**src/rtl/cpu_program_loader.sv**
```systemverilog
// Loads a 16-byte image buffer into a CPU over a ready/consume handshake.
// Optional handshake watchdog enabled by defining LOADER_TIMEOUT_EN.
module cpu_program_loader #(
  parameter int NUM_BYTES      = 16,
  parameter int TIMEOUT_CYCLES = 255
) (
  input  logic       clk,
  input  logic       rst_n,
  input  logic       wr_en,
  input  logic [3:0] wr_addr,
  input  logic [7:0] wr_data,
  input  logic       start,
  input  logic       cpu_ready,
  input  logic       cpu_done,
  output logic [7:0] prog_data,
  output logic       programming,
  output logic       busy,
  output logic       loaded,
  output logic       error
);

  typedef enum logic [2:0] {
    IDLE      = 3'd0,
    SEND      = 3'd1,
    ACK       = 3'd2,
    WAIT_DONE = 3'd3,
    FINISH    = 3'd4,
    ERROR     = 3'd5
  } state_t;

  localparam logic [3:0] LAST_IDX = 4'(NUM_BYTES - 1);

  state_t     state, state_nxt;
  logic [3:0] index, index_nxt;
  logic [7:0] buffer [16];
  logic       wr_ok;
  logic       wd_expired;
  logic [7:0] byte_nxt;

  assign wr_ok = wr_en && !busy;

`ifdef LOADER_TIMEOUT_EN
  localparam logic [7:0] WD_LIMIT = 8'(TIMEOUT_CYCLES - 1);
  logic [7:0] wd_cnt;

  // Counter restarts on every state change, so it measures time in one state.
  always_ff @(posedge clk or negedge rst_n) begin
    if (!rst_n)                  wd_cnt <= 8'd0;
    else if (state_nxt != state) wd_cnt <= 8'd0;
    else if (busy)               wd_cnt <= wd_cnt + 8'd1;
  end

  assign wd_expired = busy && (wd_cnt == WD_LIMIT);
`else
  assign wd_expired = 1'b0;
`endif

  always_ff @(posedge clk or negedge rst_n) begin
    if (!rst_n) begin
      state <= IDLE;
      index <= 4'd0;
    end else begin
      state <= state_nxt;
      index <= index_nxt;
    end
  end

  always_comb begin
    state_nxt = state;
    index_nxt = index;
    case (state)
      IDLE, FINISH, ERROR: begin
        if (start) begin
          state_nxt = SEND;
          index_nxt = 4'd0;
        end
      end
      SEND: begin
        if (cpu_done)       state_nxt = ERROR;
        else if (cpu_ready) state_nxt = ACK;
        else if (wd_expired) state_nxt = ERROR;
      end
      ACK: begin
        if (cpu_done) begin
          state_nxt = ERROR;
        end else if (!cpu_ready) begin
          if (index == LAST_IDX) begin
            state_nxt = WAIT_DONE;
          end else begin
            index_nxt = index + 4'd1;
            state_nxt = SEND;
          end
        end else if (wd_expired) begin
          state_nxt = ERROR;
        end
      end
      WAIT_DONE: begin
        if (cpu_done)        state_nxt = FINISH;
        else if (wd_expired) state_nxt = ERROR;
      end
      default: state_nxt = IDLE;
    endcase
  end

  always_comb begin
    busy        = (state == SEND) || (state == ACK) || (state == WAIT_DONE);
    programming = busy;
    loaded      = (state == FINISH);
    error       = (state == ERROR);
  end

  // Bypass lets a write landing on the start edge reach the first byte.
  assign byte_nxt = (wr_ok && (wr_addr == index_nxt)) ? wr_data : buffer[index_nxt];

  always_ff @(posedge clk or negedge rst_n) begin
    if (!rst_n) begin
      for (int i = 0; i < 16; i++) buffer[i] <= 8'd0;
    end else if (wr_ok) begin
      buffer[wr_addr] <= wr_data;
    end
  end

  always_ff @(posedge clk or negedge rst_n) begin
    if (!rst_n)
      prog_data <= 8'd0;
    else if ((state_nxt == SEND) || (state_nxt == ACK))
      prog_data <= byte_nxt;
    else
      prog_data <= 8'd0;
  end

endmodule

```
**config.mk**
```make
export PLATFORM = sky130hd
export DESIGN_NAME = cpu_program_loader
export DESIGN_NICKNAME = d
export VERILOG_FILES = /design/src/rtl/cpu_program_loader.sv
export SDC_FILE = /design/constraint.sdc
export NUM_CORES = 1
export LEC_CHECK = 0
export CORE_MARGIN = 3
export CORE_UTILIZATION = 45
export CTS_CLUSTER_DIAMETER = 120
export DETAILED_ROUTE_END_ITERATION = 8
export GPL_TIMING_DRIVEN = 0
export PLACE_DENSITY_LB_ADDON = 0.1
export SLEW_MARGIN = 10
export SYNTH_ARGS = -nofsm -noshare
export SYNTH_HDL_FRONTEND = slang
export SYNTH_SLANG_ARGS = --single-unit
```
**constraint.sdc**
```tcl
create_clock -name clk -period 6.5 [get_ports clk]
set_input_delay 0.65 -clock clk [delete_from_list [all_inputs] [get_ports clk]]
set_output_delay 0.65 -clock clk [all_outputs]
set_load 0.1 [all_outputs]
```
==> results.yml <==
placement:
  io_buffers: 26
  globalplace.congestion: 0.8295
  place_inst: 818
  pre_cts_ws_ns: 2.457
  hpwl_um: 12760
  placed_cell_area_um2: 7667
routing:
  drc: 0
  num_vias: 5005
  drt_wl_total_um: 18960
  drt.antenna.violating_nets: 0
  met1Wirelength_um: 8397
  top_layer: "met4"
  first_pass_iters: 4
  met2_length_um: 9156
  wl_met3_um: 970
  viasPerCell: 5.888
  wl_per_cell_um: 22.30
  drt_iter0_drc: 319
logic_synthesis:
  synth_area_um2: 7114
  ys_top_cells_by_area: "dfrtp_1, mux2_2, mux2i_1"
  syn_avg_cell_area_um2: 12.27
  seq_area_frac_synth: 0.5030
  synth_edf_count: 0
  synthDistinctLibCells: 57
  yosys.area.top_type_share: 0.5030
  yosysTopAreaCell: "dfrtp_1"
  synth_cells: 580
  synthFlopType: "dfrtp_1"
  syn_nets: 599
  ys.warnings.count: 0
  synth_async_sr_flop_share: 1.000
  ys_seq_elements: 143
layout:
  final_nets: 645
  final_cell_mix: "dfrtp_1, mux2_2, mux2i_1, nand2_1, clkdlybuf4s50_1"
  antenna_cells: 0
  layout-drive-gt1-share: 0.3192
  seqCellArea_um2: 3578
  synthToLayoutAreaGrowth_pct: 16.60
  final_common_cell: "dfrtp_1"
  fillCellCount: 1347
  multi_input_area_um2: 3282
  finalInstanceArea_um2: 8295
  fin_cells: 850
power_and_ir_drop:
  combPwrFrac: 0.311
  switching_power_uw: 1208
  switching_share: 0.3300
  clkPwrFrac: 0.285
  power.total_uw: 3659
  vdd_drop_max_uv: 349.1
  p_int_uw: 2452
  powerDensity_nw_per_um2: 441.1
  p_seq_frac: 0.404
  leakage_uw: 0.003435
clocking:
  clock_path_buffers: 2
  insertion_delay_ns: 0.43
  holdBufCountCts: 0
  clock-root-buffer: "clkbuf_16"
  cts_resized: 0
  post_cts_buffers: 0
  tritoncts: "built"
  cts_made_buffers: 17
  clk_pin_slew_ns: 0.07
  cts_max_level: 4
  cts.sinks: 143
setup_path:
  cp_cell_sequence: "clkdlybuf4s50_1 -> a311oi_4 -> mux2i_2 -> and2_1 -> buf_4 -> clkinv_4 -> xnor2_1 -> nand4_1 -> buf_2 -> a31oi_1"
  path_class: "input port to register"
  critical_path.endpoint_type: "register"
  cpPeakStageDelay_ns: 0.68
  slowest_stage: "mux2i_2"
  worst-endpoint-arrival_ns: 3.97
  critical-path-top-delay-family: "buffers and inverters"
  worst-path-buf-inv: 4
  worstPathMaxFanout: 10
  start_kind: "input port"
  cp.required_ns: 6.80
grt:
  grt_pass1_wl_um: 29740
  grt_antenna_before_repair: 0
  grt_max_degree: 89
  grt_use_total: 0.2227
  overflow: 0
  grt_pass1_vias: 5179
timing:
  slew_viol_final: 0
  period_minus_slack_ns: 3.676
  rsz0062_at_grt: "no"
  fin_worst_skew_ns: 0.009509
  hold_viol_final: 0
  fmax_ghz: 0.2720
  fin_tns_setup_ns: 0
  worst_pin_slew_ns: 1.116
  maxSlewHeadroom: 0.2533
  fin_crit_sh: 0.5655
  setup_ws_ns: 2.824
  setup_viol: 0
floorplan:
  rows: 45
  die_area_um2: 17350
  chipWidth_um: 131.7
  core_um2: 15310
  io_pins: 30
  initial_core_util: 0.4645
  die_h_um: 131.7
min_path:
  min_path_type: "input port to asynchronous set/reset pin"
run_status:
  status: "completed"
job:
  drv_cap: 0
layer usage:
layer | up-vias | global-route usage
li1 | 2250 | -
met1 | 2591 | 0.2918
met2 | 131 | 0.3605
met3 | 33 | 0.06260
met4 | 0 | 0.07176
met5 | - | 0
cells in the mapped netlist (2+ instances only):
cell      instances
nand3_1           5
a221oi_2          6
nor2_1           19
nor3b_1           3
buf_2            11
a21boi_0         13
nor4_1            2
and3_1           18
nand2_1          34
nor3_2            3
o21ai_0           7
mux2i_1          37
a211oi_1         10
nor4b_1           2
buf_4             6
a31oi_1          13
o211ai_1         13
xnor2_1           4
a21oi_1          18
nand2b_1          6
o21ai_1           3
nor3_1           11
o22ai_1          12
and2_1            3
dfrtp_1         143
mux2_2          129
buf_6             3
clkbuf_1         17
worst reg2reg max path, delay by kind of cell, from the launching register on:
family / cells / cell delay, ns
multiplexers: 1 / 0.68
AO/OA/AOI/OAI: 2 / 0.68
AND/OR/NAND/NOR: 2 / 0.61
buffers and inverters: 3 / 0.61
flip-flops: 1 / 0.43
adder cells (fa/ha/maj): 1 / 0.31
XOR/XNOR: 1 / 0.14
final timing paths:
check                           cells after the start           end  slack, ns        from
min in group clk                                    1    buffer[10]       0.50  buffer[10]
worst min register to register                      1    buffer[10]       0.50  buffer[10]
worst max-delay path                               10  prog_data[7]       2.82   cpu_ready
max in group asynchronous                           2    buffer[58]       5.44       rst_n
worst max register to register                     10  prog_data[7]       2.91    index[0]
worst min-delay path                                1      state[2]       0.29       rst_n
sequential cells by signal (all words and copies together), names as in the netlist:
name,count
buffer,128
prog_data,8
state,3
index,4
layout make-up:
| class | count | share of cell area |
|---|---|---|
| inverters | 3 | 0.002112 |
| plain buffers | 40 | 0.02851 |
| repair buffers | 27 | 0.03484 |
| multi-input cells | 394 | 0.3956 |
| clock inverters | 14 | 0.02278 |
| flip-flops and latches | 143 | 0.4314 |
| clock buffers | 18 | 0.05294 |
| well taps | 211 | 0.03182 |
through the flow:
step | util | hold slack [ns]
3_3_place_gp | 0.4988 | 0.4807
3_5_place_dp | 0.5007 | 0.4872
6_report | 0.5417 | 0.2917
2_1_floorplan | - | 0.3544
5_1_grt | 0.5417 | 0.3467
4_1_cts | 0.5417 | 0.3311
cell families (layout without fill, tap and decap cells):
kind of cell    after synthesis  in the layout  share of synthesized area
simple gates                114            114                    0.08337
compound gates              108            108                     0.1131
mux                         167            167                     0.2582
flops                       143            143                     0.5030
fa+ha+maj                     1              1                   0.001758
xor+xnor                      4              4                   0.004924
buf+inv                      43            102                    0.03570
power by group through the flow:
stage	Sequential, uW	Combinational, uW	Clock (uW)
finish	1480	1140	1040
global route	1530	1220	1100
CTS	1480	1140	1060
detailed placement	1490	1140	0
global placement	1470	1110	0
floorplan	1580	748	0
Power figures use the tool's default switching activity.
